[src/rtl/hdr_merge_stream_pkg.sv]
// Shared constants, framing state type and weight clamp helper for the HDR merge stage.
// Optional feature macro used by this block: HDR_SATURATION_FLAG_EN.
package hdr_pkg;

  localparam int HDR_LAT  = 3;
  localparam int HDR_FRAC = 2;

  typedef enum logic {
    IDLE,
    IN_FRAME
  } state_t;

  // Limits a programmed weight to the full-scale value 2^ww.
  function automatic int unsigned weight_clamp(input int unsigned w, input int unsigned ww);
    int unsigned full;
    full = 32'd1 << ww;
    return (w > full) ? full : w;
  endfunction

endpackage

[src/rtl/hdr_merge_stream_if.sv]
// Avalon-ST sink (two exposures) and blended source bundle of the HDR merge stage.
// Optional feature macro used by this block: HDR_SATURATION_FLAG_EN.
interface hdr_merge_stream_if #(
  parameter int DATA_WIDTH = 8,
  parameter int CH_NUM     = 3
);
  import hdr_pkg::*;

  logic                                      asi_snk_valid;
  logic                                      asi_snk_startofpacket;
  logic                                      asi_snk_endofpacket;
  logic [CH_NUM*DATA_WIDTH-1:0]              asi_snk_0_data;
  logic [CH_NUM*DATA_WIDTH-1:0]              asi_snk_1_data;
  logic                                      aso_src_valid;
  logic                                      aso_src_startofpacket;
  logic                                      aso_src_endofpacket;
  logic [CH_NUM*(DATA_WIDTH+HDR_FRAC)-1:0]   aso_src_data;

  modport master (
    output asi_snk_valid, asi_snk_startofpacket, asi_snk_endofpacket,
    output asi_snk_0_data, asi_snk_1_data,
    input  aso_src_valid, aso_src_startofpacket, aso_src_endofpacket, aso_src_data
  );

  modport slave (
    input  asi_snk_valid, asi_snk_startofpacket, asi_snk_endofpacket,
    input  asi_snk_0_data, asi_snk_1_data,
    output aso_src_valid, aso_src_startofpacket, aso_src_endofpacket, aso_src_data
  );

endinterface

[src/rtl/hdr_merge_stream_blend_lane.sv]
// One colour lane of the exposure blend: multiply, add, then shift to 2 fractional bits.
// Optional feature macro used by this block: HDR_SATURATION_FLAG_EN (handled by the caller).
module hdr_blend_lane
  import hdr_pkg::*;
#(
  parameter int DATA_WIDTH = 8,
  parameter int WW         = 4
) (
  input  logic                           clk,
  input  logic                           rst,
  input  logic [WW:0]                    w,
  input  logic [DATA_WIDTH-1:0]          d0,
  input  logic [DATA_WIDTH-1:0]          d1,
  output logic [DATA_WIDTH+HDR_FRAC-1:0] res
);

  localparam int          PW   = DATA_WIDTH + WW;
  localparam logic [WW:0] FULL = {1'b1, {WW{1'b0}}};

  logic [PW-1:0] prod0_q;
  logic [PW-1:0] prod1_q;
  logic [PW-1:0] sum_q;

  // w never exceeds FULL, so FULL - w cannot wrap and the sum stays below 2^PW.
  always_ff @(posedge clk) begin
    if (rst) begin
      prod0_q <= '0;
      prod1_q <= '0;
      sum_q   <= '0;
      res     <= '0;
    end else begin
      prod0_q <= PW'(w) * PW'(d0);
      prod1_q <= PW'(FULL - w) * PW'(d1);
      sum_q   <= prod0_q + prod1_q;
      res     <= (DATA_WIDTH+HDR_FRAC)'(sum_q >> (WW - HDR_FRAC));
    end
  end

endmodule

[src/rtl/hdr_merge_stream.sv]
// HDR exposure-fusion stage: framing FSM, frame-coherent weight latch, sideband delay and lanes.
// Optional feature macro: HDR_SATURATION_FLAG_EN (per-lane saturation override and sat_seen_o).
module hdr_merge_stream
  import hdr_pkg::*;
#(
  parameter int DATA_WIDTH = 8,
  parameter int CH_NUM     = 3,
  parameter int WW         = 4,
  parameter int CNT_W      = 22
) (
  input  logic              clk,
  input  logic              rst,
  input  logic [WW:0]       cfg_weight_i,
  hdr_merge_stream_if.slave st,
  output logic              frame_done_o,
  output logic [CNT_W-1:0]  frame_len_o,
  output logic              frame_err_o
`ifdef HDR_SATURATION_FLAG_EN
  ,
  output logic              sat_seen_o
`endif
);

  localparam int OW = DATA_WIDTH + HDR_FRAC;

  state_t           state_q, state_d;
  logic [CNT_W-1:0] count_q, count_d, count_inc, len_d;
  logic [WW:0]      weight_q, weight_d;
  logic             sop_acc, fwd, done_d, err_d;

  logic [HDR_LAT-1:0] vld_sr, sop_sr, eop_sr, done_sr, err_sr;
  logic [CNT_W-1:0]   len_sr [HDR_LAT-1];
  logic [OW-1:0]      lane_res [CH_NUM];

  assign sop_acc   = st.asi_snk_valid && st.asi_snk_startofpacket;
  assign count_inc = (count_q == '1) ? count_q : count_q + 1'b1;

  // An accepted SOP uses the freshly clamped weight on its own beat.
  always_comb begin
    weight_d = weight_q;
    if (sop_acc) begin
      weight_d = (WW+1)'(weight_clamp(32'(cfg_weight_i), WW));
    end
  end

  always_ff @(posedge clk) begin
    if (rst) begin
      state_q <= IDLE;
    end else begin
      state_q <= state_d;
    end
  end

  always_comb begin
    state_d = state_q;
    count_d = count_q;
    len_d   = '0;
    fwd     = 1'b0;
    done_d  = 1'b0;
    err_d   = 1'b0;
    if (st.asi_snk_valid) begin
      unique case (state_q)
        IDLE: begin
          if (st.asi_snk_startofpacket) begin
            fwd = 1'b1;
            if (st.asi_snk_endofpacket) begin
              done_d = 1'b1;
              len_d  = CNT_W'(1);
            end else begin
              state_d = IN_FRAME;
              count_d = CNT_W'(1);
            end
          end else begin
            err_d = 1'b1;
          end
        end
        IN_FRAME: begin
          fwd = 1'b1;
          if (st.asi_snk_startofpacket) begin
            err_d = 1'b1;
            if (st.asi_snk_endofpacket) begin
              done_d  = 1'b1;
              len_d   = CNT_W'(1);
              state_d = IDLE;
            end else begin
              count_d = CNT_W'(1);
            end
          end else if (st.asi_snk_endofpacket) begin
            done_d  = 1'b1;
            len_d   = count_inc;
            state_d = IDLE;
          end else begin
            count_d = count_inc;
          end
        end
        default: state_d = IDLE;
      endcase
    end
  end

  always_ff @(posedge clk) begin
    if (rst) begin
      count_q  <= '0;
      weight_q <= '0;
    end else begin
      count_q  <= count_d;
      weight_q <= weight_d;
    end
  end

  // Sideband shift registers match the three-stage lane pipeline beat for beat.
  always_ff @(posedge clk) begin
    if (rst) begin
      vld_sr      <= '0;
      sop_sr      <= '0;
      eop_sr      <= '0;
      done_sr     <= '0;
      err_sr      <= '0;
      frame_len_o <= '0;
      for (int i = 0; i < HDR_LAT-1; i++) begin
        len_sr[i] <= '0;
      end
    end else begin
      vld_sr  <= {vld_sr[HDR_LAT-2:0], fwd};
      sop_sr  <= {sop_sr[HDR_LAT-2:0], fwd && st.asi_snk_startofpacket};
      eop_sr  <= {eop_sr[HDR_LAT-2:0], fwd && st.asi_snk_endofpacket};
      done_sr <= {done_sr[HDR_LAT-2:0], done_d};
      err_sr  <= {err_sr[HDR_LAT-2:0], err_d};
      len_sr[0] <= len_d;
      for (int i = 1; i < HDR_LAT-1; i++) begin
        len_sr[i] <= len_sr[i-1];
      end
      if (done_sr[HDR_LAT-2]) begin
        frame_len_o <= len_sr[HDR_LAT-2];
      end
    end
  end

  assign st.aso_src_valid         = vld_sr[HDR_LAT-1];
  assign st.aso_src_startofpacket = sop_sr[HDR_LAT-1];
  assign st.aso_src_endofpacket   = eop_sr[HDR_LAT-1];
  assign frame_done_o             = done_sr[HDR_LAT-1];
  assign frame_err_o              = err_sr[HDR_LAT-1];

`ifdef HDR_SATURATION_FLAG_EN
  logic [CH_NUM-1:0] lane_sat;
  logic              sat_q;
`endif

  for (genvar k = 0; k < CH_NUM; k++) begin : g_lane
    logic [DATA_WIDTH-1:0] d0_lane;
    logic [WW:0]           lane_w;

    assign d0_lane = st.asi_snk_0_data[k*DATA_WIDTH +: DATA_WIDTH];
`ifdef HDR_SATURATION_FLAG_EN
    assign lane_sat[k] = &d0_lane;
    assign lane_w      = lane_sat[k] ? '0 : weight_d;
`else
    assign lane_w = weight_d;
`endif

    hdr_blend_lane #(
      .DATA_WIDTH(DATA_WIDTH),
      .WW        (WW)
    ) u_lane (
      .clk(clk),
      .rst(rst),
      .w  (lane_w),
      .d0 (d0_lane),
      .d1 (st.asi_snk_1_data[k*DATA_WIDTH +: DATA_WIDTH]),
      .res(lane_res[k])
    );
  end

  always_comb begin
    st.aso_src_data = '0;
    for (int k = 0; k < CH_NUM; k++) begin
      st.aso_src_data[k*OW +: OW] = lane_res[k];
    end
  end

`ifdef HDR_SATURATION_FLAG_EN
  // Sticky per frame: an accepted SOP restarts it from that beat's own saturation state.
  always_ff @(posedge clk) begin
    if (rst) begin
      sat_q <= 1'b0;
    end else if (sop_acc) begin
      sat_q <= |lane_sat;
    end else if (fwd && (|lane_sat)) begin
      sat_q <= 1'b1;
    end
  end

  assign sat_seen_o = sat_q;
`endif

endmodule

[src/flat_wrapper.sv]
// flat-port wrapper written by rule: the top's interface ports become plain ports
module hdr_merge_stream_flat import hdr_pkg::*;
#(
  parameter int DATA_WIDTH = 8,
  parameter int CH_NUM     = 3,
  parameter int WW         = 4,
  parameter int CNT_W      = 22
)
  (clk, rst, cfg_weight_i, frame_done_o, frame_len_o, frame_err_o, st_asi_snk_valid, st_asi_snk_startofpacket, st_asi_snk_endofpacket, st_asi_snk_0_data, st_asi_snk_1_data, st_aso_src_valid, st_aso_src_startofpacket, st_aso_src_endofpacket, st_aso_src_data);
  hdr_merge_stream_if #(.DATA_WIDTH(DATA_WIDTH), .CH_NUM(CH_NUM)) st_i ();
  input  logic clk;
  input  logic rst;
  input  logic [WW:0] cfg_weight_i;
  output logic frame_done_o;
  output logic [CNT_W-1:0] frame_len_o;
  output logic frame_err_o;
  input wire logic [$bits(st_i.asi_snk_valid)-1:0] st_asi_snk_valid;
  input wire logic [$bits(st_i.asi_snk_startofpacket)-1:0] st_asi_snk_startofpacket;
  input wire logic [$bits(st_i.asi_snk_endofpacket)-1:0] st_asi_snk_endofpacket;
  input wire logic [$bits(st_i.asi_snk_0_data)-1:0] st_asi_snk_0_data;
  input wire logic [$bits(st_i.asi_snk_1_data)-1:0] st_asi_snk_1_data;
  output wire logic [$bits(st_i.aso_src_valid)-1:0] st_aso_src_valid;
  output wire logic [$bits(st_i.aso_src_startofpacket)-1:0] st_aso_src_startofpacket;
  output wire logic [$bits(st_i.aso_src_endofpacket)-1:0] st_aso_src_endofpacket;
  output wire logic [$bits(st_i.aso_src_data)-1:0] st_aso_src_data;
  assign st_i.asi_snk_valid = st_asi_snk_valid;
  assign st_i.asi_snk_startofpacket = st_asi_snk_startofpacket;
  assign st_i.asi_snk_endofpacket = st_asi_snk_endofpacket;
  assign st_i.asi_snk_0_data = st_asi_snk_0_data;
  assign st_i.asi_snk_1_data = st_asi_snk_1_data;
  assign st_aso_src_valid = st_i.aso_src_valid;
  assign st_aso_src_startofpacket = st_i.aso_src_startofpacket;
  assign st_aso_src_endofpacket = st_i.aso_src_endofpacket;
  assign st_aso_src_data = st_i.aso_src_data;
  hdr_merge_stream #(.DATA_WIDTH(DATA_WIDTH), .CH_NUM(CH_NUM), .WW(WW), .CNT_W(CNT_W)) u_core (.clk(clk), .rst(rst), .cfg_weight_i(cfg_weight_i), .st(st_i), .frame_done_o(frame_done_o), .frame_len_o(frame_len_o), .frame_err_o(frame_err_o));
endmodule
[config.mk]
export PLATFORM = sky130hd
export DESIGN_NAME = hdr_merge_stream_flat
export DESIGN_NICKNAME = d
export VERILOG_FILES = /design/src/rtl/hdr_merge_stream_pkg.sv /design/src/rtl/hdr_merge_stream_if.sv /design/src/rtl/hdr_merge_stream_blend_lane.sv /design/src/rtl/hdr_merge_stream.sv /design/src/flat_wrapper.sv
export SDC_FILE = /design/constraint.sdc
export NUM_CORES = 1
export LEC_CHECK = 0
export CORE_ASPECT_RATIO = 0.75
export CORE_MARGIN = 4
export CORE_UTILIZATION = 55
export DETAILED_ROUTE_END_ITERATION = 16
export GPL_TIMING_DRIVEN = 0
export PLACE_DENSITY = 0.77
export SYNTH_ARGS = -nofsm -noshare
export SYNTH_HDL_FRONTEND = slang
export SYNTH_SLANG_ARGS = --single-unit
[constraint.sdc]
create_clock -name clk -period 7.65 [get_ports clk]
set_input_delay 1.53 -clock clk [delete_from_list [all_inputs] [get_ports clk]]
set_output_delay 1.53 -clock clk [all_outputs]
set_load 0.05 [all_outputs]
==> impl_metrics.csv, run 1 <==
group,metric,value,unit
sta,worst_pin_slew,936,ps
placed_design,io_buffers,113,
clock_tree,post_cts_buffers,0,
clock_tree,cts_tree,"yes",
setup_path,required,8090,ps
die,die_area,33300,µm²
sta,rsz0062_at_grt,"false",
sta,post-route-min-period,7370,ps
power_and_ir_drop,p_leak,8.74,nW
synthesis,ys_top_cells_by_count,"241 x dfxtp_1, 226 x inv_1, 156 x ha_1",
synthesis,yosys_warnings,0,
sta,relSlewSlack,37.6,%
synthesis,syn_inst,1816,
cells_and_area,fillers,2432,
job,drv_cap,0,
synthesis,ys_ff_latch,241,
synthesis,seq_area_frac_synth,28.8,%
synthesis,synth_cell_types,71,
clock_tree,clk_path_buf_depth,3,
power_and_ir_drop,ir_worst_vdd,0.000127,V
setup_path,arrival,7810,ps
sta,setup_viol,0,
global_routing,grt_max_degree,18,
clock_tree,clkSinkCount,241,
clock_tree,h-tree-depth,1,
drt,wl,39700,µm
clock_tree,post_cts_resized,0,
die,die_y,159,µm
power_and_ir_drop,power,4.01,mW
die,die_width,209,µm
synthesis,ys.flop_type,"dfxtp_1",
cells_and_area,final_nets,2313,
clock_tree,clock_latency,510,ps
drt,antenna_left,0,
synthesis,yosysMostFrequentCell,"dfxtp_1",
synthesis,synth.top_cell.area_share,28.8,%
synthesis,synth_area_leaders,"dfxtp_1 29%, fa_1 17%, ha_1 12%",
hold_path,hp-class,"register to register",
clock_tree,clkSlewWorstSetupHoldPaths,60,ps
global_routing,antenna_found_initial,0,
sta,hold_violations,0,
die,io_pins,115,
sta,finalClockSkew,10.6,ps
sta,fmax,136,MHz
cells_and_area,fin_area,19100,µm²
die,start_util,55.6,%
drt,drc,0,
cells_and_area,multi_input_area,10800,µm²
synthesis,syn_nets,2176,
global_routing,grt_pass1_vias,12517,
synthesis,netlist_area,16700,µm²
placed_design,dp_hpwl,31700,µm
global_routing,grt_pass1_wl,64400,µm
global_routing,grt_use_total,23.5,%
drt,vias,12571,
sta,drv_slew,0,
drt,drt_first_pass_iters,5,
placed_design,globalplace.congestion,0.907,
cells_and_area,regArea,4820,µm²
setup_path,worstSetupPathType,"primary input to register",
sta,period_share,96.4,%
drt,drt_iter0_markers,893,
synthesis,synth_edf_count,0,
die,core_area,30100,µm²
die,num_rows,55,
synthesis,yosysTopAreaCell,"dfxtp_1",
drt,wire_per_inst,16.8,µm
synthesis,synth-async-reset-ratio,0,%
power_and_ir_drop,cellPowerDensity,210,nW/µm²
cells_and_area,drive_above_1_share,4.17,%
placed_design,dpl_cell_area,18400,µm²
clock_tree,cts_hold_buf,0,
drt,via_per_inst,5.31,
global_routing,grt_overflow,0,
outcome,outcome,"complete, no violations",
setup_path,cp-end-kind,"register",
cells_and_area,n_antenna_cell,0,
clock_tree,root_buffer,"clkbuf_16",
setup_path,start_kind,"primary input",
cells_and_area,area_growth_syn_to_layout,14.3,%
clock_tree,cts_buffers,22,
synthesis,avgSynthCellArea,9.21,µm²
setup_path,path_max_fanout,10,
## sequential cells by signal, summed over array words and instances, names as in the netlist
name and count:
u_core.weight_q 5, u_core.state_q 1, u_core.sop_sr 3, u_core.count_q 22
u_core.err_sr 3, u_core.len_sr 44, u_core.done_sr 3, u_core.vld_sr 3
u_core.eop_sr 3, u_core.g_lane.u_lane.res 30, u_core.frame_len_o 22, u_core.g_lane.u_lane.sum_q 30
u_core.g_lane.u_lane.prod1_q 36, u_core.g_lane.u_lane.prod0_q 36
## per-layer routing
metal  vias to the layer above  global-route usage [%]  part of all wire (%)
met3                        63                    2.95                   6.6
met5                         -                       0                     0
li1                       6041                       -                     -
met1                      6075                    33.9                    45
met2                       392                    38.4                    46
met4                         0                    4.80                   2.1
## cells in the final DEF, fill, tap and decap left out, types with 27 or more instances in the layout
| cell type | count |
|---|---|
| a21oi_1 | 67 |
| and2_1 | 149 |
| clkbuf_1 | 47 |
| clkdlybuf4s50_1 | 113 |
| dfxtp_1 | 241 |
| fa_1 | 146 |
| ha_1 | 156 |
| inv_1 | 226 |
| nand2_1 | 139 |
| nor2_1 | 148 |
| nor2b_1 | 98 |
| nor3_1 | 27 |
| o21ai_0 | 38 |
| xnor2_1 | 60 |
| xor2_1 | 42 |
## final cells by class
class	instances	area share, %
multi-input cells	1287	56.6
flip-flops and latches	241	25.2
repair buffers	113	5.92
inverters	228	4.49
clock buffers	26	2.96
well taps	399	2.61
plain buffers	60	1.31
clock inverters	12	0.831
## where the power goes
part           internal, mW  total (mW)  switching, mW
combinational         0.606        1.46          0.857
sequential             1.40        1.44         0.0410
clock                 0.635        1.11          0.471
## kinds of logic after synthesis
kind of cell	count (synthesis)	synth area share [%]
simple gates	654	20.3
fa+ha+maj	302	29.1
buf+inv	288	6.58
flops	241	28.8
compound gates	188	7.04
xor+xnor	108	5.90
mux	35	2.21
## metrics by stage
stage	util, %	hold slack [ps]	cells	TNS [ps]	setup slack [ps]
after global placement	61.1	418	2328	-1520	-335
final	63.6	430	2366	0	278
after floorplan	-	414	1816	0	1040
after detailed placement	61.1	420	2328	-2280	-438
after CTS	63.5	435	2366	0	85.9
after global routing	63.6	448	2366	0	53.6
## worst max-delay path, stage by stage
cell             delay (ps)
clkdlybuf4s50_1         630
and2b_1                 260
mux2_4                  320
inv_1                   120
ha_1                    230
o311a_1                 350
xor2_2                  240
clkbuf_2                290
and2_1                  180
fa_1                    430
fa_1                    490
fa_1                    560
inv_1                    60
fa_1                    530
inv_1                    40
ha_1                    360
nand3_1                  90
a21oi_1                 180
nor2_1                   70
a21oi_1                 260
xnor3_1                 500
nor2_1                   90
## final timing paths
path / from / endpoint / slack, ps / depth (start not counted)
worst min-delay path: u_core.g_lane[2].u_lane.sum_q[6] / u_core.g_lane[2].u_lane.res[4] / 430 / 1
worst min register to register: u_core.g_lane[2].u_lane.sum_q[6] / u_core.g_lane[2].u_lane.res[4] / 430 / 1
worst max-delay path: cfg_weight_i[4] / u_core.g_lane[1].u_lane.prod1_q[11] / 280 / 22
worst max register to register: u_core.weight_q[0] / u_core.g_lane[2].u_lane.prod1_q[11] / 1890 / 19
(Power assumes the default switching activity.)
==> run 2: changes to the inputs <==
--- a/config.mk
+++ b/config.mk
@@ -13,4 +13,5 @@
 export PLACE_DENSITY = 0.77
 export SYNTH_ARGS = -nofsm -noshare
 export SYNTH_HDL_FRONTEND = slang
+export SYNTH_HIERARCHICAL = 1
 export SYNTH_SLANG_ARGS = --single-unit
==> run 2 against run 1 <==
Combinational power shrank 13%. First-iteration DRC count shrank 28%. Sequential share of layout area increased by 0.33 points. Worst hold slack improved by 2.7 ps. Via count down 4.2%. Critical endpoint is now u_core/g_lane[0].u_lane/prod1_q[11]. Sequential power about the same. Clock skew is 8.4 ps higher. Global-route usage fell by 1.7 points. Wire length fell by 12%.
==> impl_metrics.csv, run 2 <==
group,metric,value,unit
outcome,outcome,"complete, no violations",
global_routing,grt_pass1_wl,58800,µm
drt,vias,12039,
global_routing,grt-busiest-layer,"met2",
setup_path,cpMaxStageDelayCell,"fa_1",
clock_tree,h-tree-depth,1,
synthesis,yosysMostFrequentCell,"dfxtp_1",
global_routing,antenna_found_initial,1,
clock_tree,cts_tree,"yes",
setup_path,path_max_fanout,11,
global_routing,met3_usage,2.82,%
cells_and_area,final_nets,2224,
drt,wl,34900,µm
placed_design,globalplace.congestion,0.910,
cells_and_area,fillers,2413,
hold_path,hold_start,"u_core/g_lane[0].u_lane/sum_q[8]",
clock_tree,cts_buffers,25,
clock_tree,root_buffer,"clkbuf_16",
global_routing,met2_usage,35.9,%
cells_and_area,area_growth_syn_to_layout,16.3,%
setup_path,r2r_start,"u_core/weight_q[1]",
power_and_ir_drop,cellPowerDensity,209,nW/µm²
synthesis,seq_area_frac_synth,29.7,%
die,core_area,29100,µm²
placed_design,dpl_cell_area,17900,µm²
cells_and_area,top_register,"u_core/len_sr",
synthesis,ys_ff_latch,241,
hold_path,hp-class,"register to register",
setup_path,cp-end-kind,"register",
sta,finalClockSkew,18.9,ps
synthesis,ys.flop_type,"dfxtp_1",
drt,wire_per_inst,15.3,µm
sta,hold_violations,0,
cells_and_area,largest_register_ffs,44,
cells_and_area,final_common_cell,"dfxtp_1",
cells_and_area,reg_top3,"u_core/len_sr (44), u_core/g_lane.u_lane/prod0_q (36), u_core/g_lane.u_lane/prod1_q (36)",
placed_design,io_buffers,114,
clock_tree,clock_latency,540,ps
synthesis,synth.top_cell.area_share,29.7,%
clock_tree,clk_path_buf_depth,3,
global_routing,grt_pass1_vias,12289,
drt,antenna_left,0,
synthesis,synth_area_leaders,"dfxtp_1 30%, fa_1 16%, ha_1 13%",
global_routing,grt_use_total,21.8,%
cells_and_area,drive_above_1_share,5.86,%
die,io_pins,115,
synthesis,netlist_area,16200,µm²
placed_design,dpl.cell_count,2235,
clock_tree,cts_hold_buf,0,
cells_and_area,stdcell_count,2287,
synthesis,syn_nets,2075,
cells_and_area,mostFrequentLayoutCells,"241 x dfxtp_1, 164 x ha_1, 157 x inv_1",
sta,post-route-min-period,7240,ps
setup_path,required,8040,ps
sta,relSlewSlack,36.6,%
synthesis,avgSynthCellArea,9.39,µm²
cells_and_area,regArea,4820,µm²
power_and_ir_drop,p_leak,8.55,nW
setup_path,arrival,7630,ps
setup_path,reg2reg_slack,1940,ps
synthesis,yosys_warnings,6,
power_and_ir_drop,ir_worst_vdd,0.000142,V
die,start_util,55.8,%
die,die_area,32300,µm²
synthesis,synth-async-reset-ratio,0,%
synthesis,ys_top_cells_by_count,"241 x dfxtp_1, 164 x ha_1, 157 x inv_1",
die,die_width,206,µm
drt,via_per_inst,5.26,
synthesis,synth_edf_count,0,
global_routing,grt_max_degree,17,
cells_and_area,multi_input_area,10600,µm²
synthesis,syn_inst,1727,
sta,setup_viol,0,
setup_path,r2r-end,"u_core/g_lane[0].u_lane/prod1_q[11]",
job,drv_cap,0,
synthesis,synth_cell_types,71,
die,num_rows,54,
setup_path,cp_slowest_stage_delay,560,ps
clock_tree,clkSlewWorstSetupHoldPaths,60,ps
drt,drc,0,
setup_path,worstSetupPathType,"primary input to register",
global_routing,use_met1,30.8,%
setup_path,start_kind,"primary input",
synthesis,yosysTopAreaCell,"dfxtp_1",
sta,fmax,138,MHz
drt,drt_first_pass_iters,6,
sta,rsz0062_at_grt,"false",
drt,drt_iter0_markers,646,
hold_path,worstHoldPathCells,1,
sta,worst_pin_slew,942,ps
placed_design,dp_hpwl,27400,µm
setup_path,reg2reg_depth,23,
sta,drv_slew,0,
cells_and_area,fin_area,18900,µm²
sta,final.setup.worst_slack,408,ps
die,die_y,157,µm
placed_design,place_ws,-1670,ps
clock_tree,clkSinkCount,241,
hold_path,worstHoldEndpoint,"u_core/g_lane[0].u_lane/res[6]",
global_routing,grt_overflow,0,
sta,period_share,94.7,%
==> run 2: metal layers <==
layer  wire [µm]  vias to the layer above
li1            -                     5929
met1       16400                     5786
met2       16100                      272
met3        1700                       52
met4         743                        0
met5           0                        -
==> run 2: critical path: cells and delay by family <==
kind | cells | cell delay, ps
xor gates and xnor gates | 2 | 570
buffers and inverters | 7 | 1310
and+or+nand+nor | 5 | 800
AOI/OAI and AO/OA | 5 | 820
adders and majority gates | 6 | 2580
==> run 2: kinds of logic (layout without fill, tap and decap cells) <==
group / count (synthesis) / after routing / share of synthesized area [%]
flip-flops: 241 / 241 / 29.7
multiplexers: 33 / 33 / 2.11
adder cells (fa/ha/maj): 290 / 290 / 28.2
AO/OA/AOI/OAI: 205 / 205 / 8.94
XOR/XNOR: 96 / 96 / 5.23
buffers and inverters: 214 / 381 / 5.10
other: 0 / 1 / 0
AND/OR/NAND/NOR: 648 / 648 / 20.7
==> run 2: worst max-delay path by stage <==
stage / startpoint / endpoint / slack (ps) / cells past startpoint
floorplan: st_asi_snk_startofpacket / u_core/g_lane[2].u_lane/prod1_q[11] / 150 / 22
detailed placement: st_asi_snk_valid / u_core/g_lane[2].u_lane/prod1_q[11] / -1670 / 24
global placement: st_asi_snk_valid / u_core/g_lane[2].u_lane/prod1_q[11] / -2280 / 23
global route: st_asi_snk_valid / u_core/g_lane[2].u_lane/prod1_q[11] / 40 / 24
CTS: st_asi_snk_valid / u_core/g_lane[2].u_lane/prod1_q[11] / 20 / 23
finish: st_asi_snk_valid / u_core/g_lane[0].u_lane/prod1_q[11] / 410 / 25
==> run 2: what timing repair did <==
item                       4_1_cts  5_1_grt
pin swaps                        1        3
setup endpoints to repair       21        9
setup buffers                    2        5
cloned                           0        0
resized for setup               10        7
==> run 2: report_power, final <==
group          switching (mW)  internal, mW
registers              0.0403          1.40
clock network           0.502         0.731
logic                   0.711         0.558
total                    1.25          2.69
==> run 2: stage by stage <==
stage          hold slack (ps)  total power [mW]  utilization, %  TNS, ps
6_report                   433              3.94            65.0        0
5_1_grt                    459              4.21            65.0        0
4_1_cts                    436              3.98            64.8        0
3_5_place_dp               422              2.73            61.6   -24790
3_3_place_gp               417              2.68            61.5   -40270
2_1_floorplan              414              2.41               -        0
==> run 2: layout make-up <==
| class | instances | area share (%) |
|---|---|---|
| multi-input combinational | 1272 | 56.4 |
| sequential | 241 | 25.6 |
| timing repair buffer | 123 | 6.53 |
| clock buffer | 34 | 3.81 |
| inverter | 157 | 3.12 |
| tap | 392 | 2.60 |
| buffer | 56 | 1.25 |
| clock inverter | 11 | 0.709 |
| antenna | 1 | 0.0133 |
==> run 3: changes to the inputs <==
--- a/config.mk
+++ b/config.mk
@@ -10,7 +10,7 @@
 export CORE_UTILIZATION = 55
 export DETAILED_ROUTE_END_ITERATION = 16
 export GPL_TIMING_DRIVEN = 0
-export PLACE_DENSITY = 0.77
+export PLACE_DENSITY_LB_ADDON = 0.2
 export SYNTH_ARGS = -nofsm -noshare
 export SYNTH_HDL_FRONTEND = slang
 export SYNTH_HIERARCHICAL = 1
==> run 3 against run 2 <==
Non-clock buffer count shrank 3. Fmax is 0.66% higher. Sequential power about the same. Critical endpoint is now u_core/g_lane[2].u_lane/prod1_q[11]. Largest power group unchanged.
==> impl_metrics.csv, run 3 (synthesis gave the netlist of run 2 again) <==
group,metric,value,unit
job,drv_cap,0,
clock_tree,root_buffer,"clkbuf_16",
sta,final.setup.worst_slack,456,ps
cells_and_area,stdcell_count,2283,
setup_path,worstSetupPathType,"primary input to register",
drt,drt_first_pass_iters,5,
placed_design,dpl_cell_area,17900,µm²
setup_path,path_delay_family,"adder cells",
sta,fmax,139,MHz
cells_and_area,drive_above_1_share,5.76,%
setup_path,crit_chain,"clkdlybuf4s50_1, nand2_2, o21ai_4, clkbuf_2, inv_1, ha_1, nor3b_1, xnor2_2, nand2b_1, fa_1, fa_1, inv_1, fa_1, inv_1, fa_1, inv_1, ha_1, a21o_1, a21oi_1, a21oi_1, o41ai_1, xnor2_1, nor2_1",
clock_tree,h-tree-depth,1,
power_and_ir_drop,internal-power,2.77,mW
drt,wire_per_inst,15.2,µm
clock_tree,cts_tree,"yes",
die,num_rows,54,
global_routing,grt_max_degree,17,
sta,period_share,94.0,%
cells_and_area,fin_util,65.1,%
power_and_ir_drop,switching_power,1.28,mW
global_routing,grt_use_total,21.8,%
cells_and_area,n_antenna_cell,0,
clock_tree,clkSinkCount,241,
cells_and_area,fin_area,18900,µm²
clock_tree,clk_path_buf_depth,3,
power_and_ir_drop,pwr-share-seq,35.5,%
sta,drv_slew,0,
clock_tree,cts_buffers,25,
cells_and_area,mostFrequentLayoutCells,"241 x dfxtp_1, 164 x ha_1, 157 x inv_1",
drt,wl,34700,µm
drt,drc,0,
placed_design,dp_hpwl,26900,µm
sta,post-route-min-period,7190,ps
setup_path,start_kind,"primary input",
placed_design,dpl.cell_count,2235,
sta,worst_pin_slew,891,ps
power_and_ir_drop,p_leak,8.58,nW
global_routing,grt_pass1_vias,11924,
power_and_ir_drop,power,4.05,mW
placed_design,globalplace.congestion,0.885,
setup_path,required,8070,ps
sta,relSlewSlack,40.1,%
cells_and_area,fillers,2417,
die,start_util,55.8,%
setup_path,cp_slowest_stage_delay,580,ps
cells_and_area,final_common_cell,"dfxtp_1",
power_and_ir_drop,p_comb_share,31.1,%
placed_design,place_ws,-1560,ps
sta,rsz0062_at_grt,"false",
die,die_area,32300,µm²
drt,via_per_inst,5.28,
drt,drt_iter0_markers,696,
global_routing,grt_overflow,0,
cells_and_area,final_nets,2221,
power_and_ir_drop,ir_worst_vdd,0.000151,V
cells_and_area,reg_top3,"u_core/len_sr (44), u_core/g_lane.u_lane/prod0_q (36), u_core/g_lane.u_lane/prod1_q (36)",
drt,vias,12051,
sta,finalClockSkew,19.2,ps
power_and_ir_drop,pwr-share-clk,33.3,%
clock_tree,clock_latency,550,ps
die,die_width,206,µm
global_routing,grt_pass1_wl,58600,µm
sta,hold_violations,0,
power_and_ir_drop,swShare,31.6,%
setup_path,path_buf_inv,6,
drt,antenna_left,0,
setup_path,cpMaxStageDelayCell,"clkdlybuf4s50_1",
sta,setup_viol,0,
global_routing,antenna_found_initial,0,
setup_path,cp-end-kind,"register",
placed_design,io_buffers,114,
cells_and_area,multi_input_area,10600,µm²
setup_path,arrival,7610,ps
power_and_ir_drop,cellPowerDensity,214,nW/µm²
cells_and_area,largest_register_ffs,44,
hold_path,hp-class,"register to register",
die,die_y,157,µm
cells_and_area,regArea,4820,µm²
die,core_area,29100,µm²
cells_and_area,top_register,"u_core/len_sr",
die,io_pins,115,
setup_path,path_max_fanout,11,
cells_and_area,area_growth_syn_to_layout,16.6,%
clock_tree,clkSlewWorstSetupHoldPaths,70,ps
outcome,outcome,"complete, no violations",
==> run 3: changes by cell type in the layout (fill, tap and decap cells not counted), sizes merged <==
| cell | delta |
|---|---|
| bufinv | +3 |
| buf | -3 |
| clkinv | -3 |
| clkbuf | -3 |
| clkinvlp | -1 |
| inv | +4 |
| diode | -1 |
==> run 3: worst paths after layout <==
check	start	to	slack, ps	depth (start not counted)
worst max-delay path	st_asi_snk_startofpacket	u_core/g_lane[2].u_lane/prod1_q[11]	460	23
worst min-delay path	u_core/g_lane[2].u_lane/sum_q[11]	u_core/g_lane[2].u_lane/res[9]	430	1
worst max register to register	u_core/weight_q[1]	u_core/g_lane[2].u_lane/prod1_q[11]	2050	22
worst min register to register	u_core/g_lane[2].u_lane/sum_q[11]	u_core/g_lane[2].u_lane/res[9]	430	1
==> run 3: cell type report <==
type / instances / share of cell area, %
sequential: 241 / 25.5
tap: 392 / 2.59
buffer: 56 / 1.25
inverter: 157 / 3.12
clock buffer: 31 / 3.59
multi-input combinational: 1272 / 56.3
clock inverter: 14 / 1.28
timing repair buffer: 120 / 6.38
==> run 3: metrics by stage <==
stage | setup TNS, ps | hold WS [ps]
2_1_floorplan | 0 | 414
3_3_place_gp | -35560 | 415
3_5_place_dp | -22980 | 420
4_1_cts | 0 | 436
5_1_grt | 0 | 447
6_report | 0 | 434
==> run 3: power by group through the flow <==
stage	registers [mW]	clock network (mW)	logic, mW
6_report	1.44	1.35	1.26
5_1_grt	1.45	1.44	1.44
3_5_place_dp	1.47	0	1.25
4_1_cts	1.44	1.38	1.27
2_1_floorplan	1.54	0	0.867
3_3_place_gp	1.47	0	1.21
==> run 3: metal layers <==
metal | share of wire, % | routed length, µm | track usage, %
met2 | 45 | 15600 | 35.1
met1 | 48 | 16800 | 31.5
met5 | 0 | 0 | 0
met3 | 5.0 | 1730 | 3.54
met4 | 1.8 | 633 | 4.50
==> run 3: repair_timing <==
item                                    CTS  global route
gates resized for setup                   7             9
hold buffers                              0             0
buffers inserted                          0             4
pin swaps                                 0             3
endpoints found under the setup margin   21             9
